`src/rtl/pc_fetch_sequencer_pkg.sv`:
```
// Shared types and constants for the PC/fetch sequencer.
package pc_seq_pkg;

  localparam int unsigned XLEN        = 32;
  localparam int unsigned INSTR_BYTES = 4;
  localparam logic [XLEN-1:0] NOP_INSTR = 32'h0000_0013;

  typedef enum logic [1:0] {
    IDLE,
    FETCH,
    ISSUE,
    HALT
  } pc_state_t;

  // Instruction addresses must sit on a 4-byte boundary.
  function automatic logic is_aligned(input logic [XLEN-1:0] addr);
    return (addr[1:0] == 2'b00);
  endfunction

endpackage

```
`src/rtl/pc_incrementer.sv`:
```
// Sequential next-PC adder; wraps modulo 2^XLEN with no carry out.
module pc_incrementer
  import pc_seq_pkg::*;
(
  input  logic [XLEN-1:0] pc_i,
  output logic [XLEN-1:0] pc_next_o
);

  assign pc_next_o = pc_i + XLEN'(INSTR_BYTES);

endmodule

```
`src/rtl/pc_fetch_sequencer.sv`:
```
// Program counter owner: issues fetches, holds the fetched word for decode,
// and selects the next PC from sequential, redirect, trap vector or halt.
module pc_fetch_sequencer
  import pc_seq_pkg::*;
#(
  parameter logic [XLEN-1:0] RESET_PC = 32'h0000_0000,
  parameter logic [XLEN-1:0] TRAP_VEC = 32'h0000_0100
) (
  input  logic            clk,
  input  logic            rst,
  output logic            imem_req,
  output logic [XLEN-1:0] imem_addr,
  input  logic            imem_ack,
  input  logic [XLEN-1:0] imem_rdata,
  output logic            instr_valid,
  output logic [XLEN-1:0] instr,
  output logic [XLEN-1:0] instr_pc,
  input  logic            stall,
  input  logic            redirect_valid,
  input  logic [XLEN-1:0] redirect_target,
  input  logic            halt,
  output logic            misalign_trap
);

  pc_state_t       state_q, state_d;
  logic [XLEN-1:0] pc_q, pc_d;
  logic [XLEN-1:0] instr_q, instr_d;
  logic [XLEN-1:0] instr_pc_q, instr_pc_d;
  logic            trap_q, trap_d;
  logic [XLEN-1:0] pc_plus4;

  pc_incrementer u_pc_inc (
    .pc_i      (pc_q),
    .pc_next_o (pc_plus4)
  );

  always_comb begin
    state_d    = state_q;
    pc_d       = pc_q;
    instr_d    = instr_q;
    instr_pc_d = instr_pc_q;
    trap_d     = trap_q;

    unique case (state_q)
      IDLE: state_d = FETCH;

      FETCH: begin
        if (imem_ack) begin
          instr_d    = imem_rdata;
          instr_pc_d = pc_q;
          state_d    = ISSUE;
        end
      end

      ISSUE: begin
        // A stalled ISSUE freezes everything; next-PC inputs matter only on release.
        if (!stall) begin
          if (halt) begin
            state_d = HALT;
          end else if (redirect_valid) begin
            if (is_aligned(redirect_target)) begin
              pc_d = redirect_target;
            end else begin
              pc_d   = TRAP_VEC;
              trap_d = 1'b1;
            end
            state_d = FETCH;
          end else begin
            pc_d    = pc_plus4;
            state_d = FETCH;
          end
        end
      end

      HALT: state_d = HALT;

      default: state_d = IDLE;
    endcase
  end

  always_ff @(posedge clk) begin
    if (rst) begin
      state_q    <= IDLE;
      pc_q       <= RESET_PC;
      instr_q    <= NOP_INSTR;
      instr_pc_q <= RESET_PC;
      trap_q     <= 1'b0;
    end else begin
      state_q    <= state_d;
      pc_q       <= pc_d;
      instr_q    <= instr_d;
      instr_pc_q <= instr_pc_d;
      trap_q     <= trap_d;
    end
  end

  assign imem_req      = (state_q == FETCH);
  assign imem_addr     = pc_q;
  assign instr_valid   = (state_q == ISSUE);
  assign instr         = instr_q;
  assign instr_pc      = instr_pc_q;
  assign misalign_trap = trap_q;

endmodule

```
`config.mk`:
```
export PLATFORM = sky130hd
export DESIGN_NAME = pc_fetch_sequencer
export DESIGN_NICKNAME = d
export VERILOG_FILES = /design/src/rtl/pc_fetch_sequencer_pkg.sv /design/src/rtl/pc_incrementer.sv /design/src/rtl/pc_fetch_sequencer.sv
export SDC_FILE = /design/constraint.sdc
export NUM_CORES = 1
export LEC_CHECK = 0
export CAP_MARGIN = 0
export CORE_MARGIN = 3
export CORE_UTILIZATION = 35
export CTS_BUF_LIST = sky130_fd_sc_hd__clkbuf_4
export DETAILED_ROUTE_END_ITERATION = 6
export HOLD_SLACK_MARGIN = 0.02
export MAX_ROUTING_LAYER = met4
export PLACE_DENSITY = 0.66
export SLEW_MARGIN = 30
export SYNTH_ARGS = -nofsm -noshare
export SYNTH_HDL_FRONTEND = slang
export SYNTH_SLANG_ARGS = --single-unit
```
`constraint.sdc`:
```
create_clock -name clk -period 2.2 [get_ports clk]
set_input_delay 0.33 -clock clk [delete_from_list [all_inputs] [get_ports clk]]
set_output_delay 0.33 -clock clk [all_outputs]
set_load 0.02 [all_outputs]
```
==> out/qor.csv <==
metric,value,unit
net count of the finished layout,802,
clk sink count,99,
area of combinational cells with multiple inputs,0.002178,mm²
post-CTS clock slew at the launch and capture registers of the worst setup and hold paths,0.16,ns
grt ovf,0,
Area growth syn-to-layout,47.39,%
Setup crit start kind,flop,
master cell of the clock root buffer,sky130_fd_sc_hd__clkbuf_4,
maximum number of buffers from clock root to sink,2,
detailed-route wire length per cell,15.90,µm
final critical-path required period,2.068,ns
global placement routability congestion,0.8714,
number of DRC violations after detailed-routing iteration 0,292,
data required time of the critical path,1.87,ns
leading post-synthesis cells by cell area,"sky130_fd_sc_hd__dfxtp_1 45%, sky130_fd_sc_hd__nand2_1 14%, sky130_fd_sc_hd__a21oi_1 9.3%, sky130_fd_sc_hd__nor2_1 2.5%, sky130_fd_sc_hd__o21ai_0 2.4%",
mean post-synth cell area,7.695,µm²
startpoint of the lowest-slack register-to-register path,imem_addr[3],
placed wire-length estimate after detailed placement,10330,µm
n_diodes,0,
wire length of the first global-routing pass,23670,µm
aggregate global-route resource usage,20.88,%
Mapped Cells,574,
Synth cell types,53,
synthesis-stage register bit count,99,
DRC violations left,0,
total of endpoints with negative setup slack in the final report,0,
post-synthesis sequential area ratio,44.87,%
syn nets,645,
most common library cells after synthesis,"159 x sky130_fd_sc_hd__nand2_1, 99 x sky130_fd_sc_hd__dfxtp_1, 82 x sky130_fd_sc_hd__a21oi_1",
sink of the worst hold path,imem_addr[13],
hold_ws,0.3054,ns
via count of the first global-routing pass,4610,
Pins Over Slew Limit,0,
aggregate routed wire length,14370,µm
DR WL met3,887,µm
classification of the worst setup path,reg -> out,
count of max-cap constraint violations,0,
capturing element type of the critical path,output port,
critical path arrival,1.74,ns
pwr dens,553.9,mW/mm²
uppermost signal routing layer after detailed routing,met4,
share of the synthesized area in the top cell type,44.87,%
critical register-to-register path endpoint,imem_addr[30],
number of flops mapped to enable cells by yosys,0,
run status,"complete, no violations",
standard-cell row count,40,
worst r2r path cells,6,
Starting Density,36.32,%
number of nets with antenna violations after routing,0,
Sum Neg Setup Slack,0,ns
Max VDD drop,510.5,µV
Port Buffers,168,
Die Footprint,0.01400,mm²
"Clk Latency, worst-skew pair",0.46,ns
CTS H-tree depth,3,
hold crit path type,in -> reg,
Final period util,94.02,%
Relative slew margins,68.57,%
clock tree from TritonCTS,yes,
setup repair after global routing missed its margin,no,
biggest fanout along the worst timing path,8,
proportion of synthesized flip-flops having asynchronous set or reset,0,%
maximum number of pins on one net before global-route repair,66,
synthesized area,0.004417,mm²
count of warnings emitted by yosys,0,
share of cells above drive strength 1,7.473,%
final worst clock skew,0.01459,ns
Most used DFF post-synth,sky130_fd_sc_hd__dfxtp_1,
slack of the worst reg-to-reg path,0.27,ns
DIE HEIGHT,118.3,µm
startpoint of the most critical hold path,rst,
overall power after layout,3.606,mW
Min-Delay Path Depth,2,
count of pins on the block boundary,169,
cell with the most instances after synthesis,sky130_fd_sc_hd__nand2_1,
met2 routed wirelength,6945,µm
router iterations before antenna repair,5,
fillers,1170,
total vias in the final route,4783,
number of antenna violations at the first check in global routing,0,
mean number of vias per cell,5.291,
final core area utilization,53.53,%
area taken by flip-flops and latches,0.001983,mm²
Post CTS Setup Buffer Count,0,
Lkg Pwr,2.215,nW
number of buffers inserted during clock tree synthesis,9,
cell type with the highest aggregate area in the netlist,sky130_fd_sc_hd__dfxtp_1,
actual transition at the worst max-transition pin,0.4679,ns
DRT met1 WL,6314,µm
Achievable Freq,483.5,MHz
die width,118.3,µm
area of the core region,0.01216,mm²
Final Hold Vio Count,0,
registers in the layout, summed over array words and instances (netlist names):
name           flops
instr_pc          32
imem_addr         32
misalign_trap      1
state_q            2
instr             32
worst max-delay path, stage by stage (launching register included):
cell                              delay, ns
sky130_fd_sc_hd__dfxtp_1               0.51
sky130_fd_sc_hd__buf_4                 0.18
sky130_fd_sc_hd__clkdlybuf4s50_1       0.59
power breakdown:
group	leakage, nW	switching, mW	internal, mW
clock network	0.102	0.609	0.687
registers	0.801	0.0236	1.83
logic	1.31	0.230	0.227
total	2.21	0.862	2.74
kinds of logic (layout without fill, tap and decap cells):
group                    after synthesis  count (layout)  synth area share [%]
AO/OA/AOI/OAI                        159             159                 21.08
multiplexers                           1               1                0.2266
AND/OR/NAND/NOR                      264             264                 27.25
buffers and inverters                 50             212                 6.289
flip-flops                            99              99                 44.87
adder cells (fa/ha/maj)                1               1                0.2832
routing by layer:
layer  global-route usage [%]  up-vias
li1                         -     2328
met1                    25.97     2248
met2                    34.26      187
met3                    4.545       20
met4                    5.934        0
met5                        -        -
layout by cell type (no fill, tap or decap), types with 4 or more instances in the layout:
cell type,n
sky130_fd_sc_hd__dfxtp_1,98
sky130_fd_sc_hd__a31oi_1,16
sky130_fd_sc_hd__a22oi_1,8
sky130_fd_sc_hd__nor4_1,5
sky130_fd_sc_hd__buf_12,4
sky130_fd_sc_hd__a21oi_1,82
sky130_fd_sc_hd__buf_4,22
sky130_fd_sc_hd__o31ai_1,5
sky130_fd_sc_hd__and4_1,5
sky130_fd_sc_hd__a211oi_1,5
sky130_fd_sc_hd__nand3_1,15
sky130_fd_sc_hd__nor2_1,28
sky130_fd_sc_hd__nand2_1,159
sky130_fd_sc_hd__and2_1,5
sky130_fd_sc_hd__o22ai_1,4
sky130_fd_sc_hd__o21ai_0,21
sky130_fd_sc_hd__bufinv_16,4
sky130_fd_sc_hd__clkdlybuf4s50_1,166
sky130_fd_sc_hd__nor3_1,11
sky130_fd_sc_hd__nand4_1,13
sky130_fd_sc_hd__clkbuf_4,9
sky130_fd_sc_hd__and3_1,7
timing repair:
action | in CTS | in global routing
endpoints found under the setup margin | 1 | 1
pin swaps | 0 | 0
hold buffers | 0 | 0
resized for setup | 1 | 1
metrics by stage:
stage | setup WS (ns) | instance area [µm²] | instances
floorplan | 0.2817 | 4417 | 574
global placement | 0.2079 | 6299 | 888
detailed placement | 0.1972 | 6299 | 888
CTS | 0.08245 | 6507 | 904
global route | 0.03988 | 6510 | 904
finish | 0.1316 | 6510 | 904
layout make-up:
type,instances,area share (%)
flip-flops and latches,99,30.46
repair buffers,193,29.48
clock buffers,9,1.038
multi-input cells,425,33.46
clock inverters,7,2.153
inverters,3,0.1730
well taps,168,3.229
worst max-delay path by stage:
stage             startpoint       endpoint  slack, ns  depth (start not counted)
5_1_grt        imem_addr[13]  imem_addr[13]       0.04                          2
3_5_place_dp            halt  imem_addr[26]       0.20                          7
2_1_floorplan   imem_addr[2]  imem_addr[28]       0.28                          6
3_3_place_gp            halt  imem_addr[26]       0.21                          7
4_1_cts           state_q[1]    instr_valid       0.08                          2
6_report       imem_addr[13]  imem_addr[13]       0.13                          2
(Power assumes the default switching activity.)
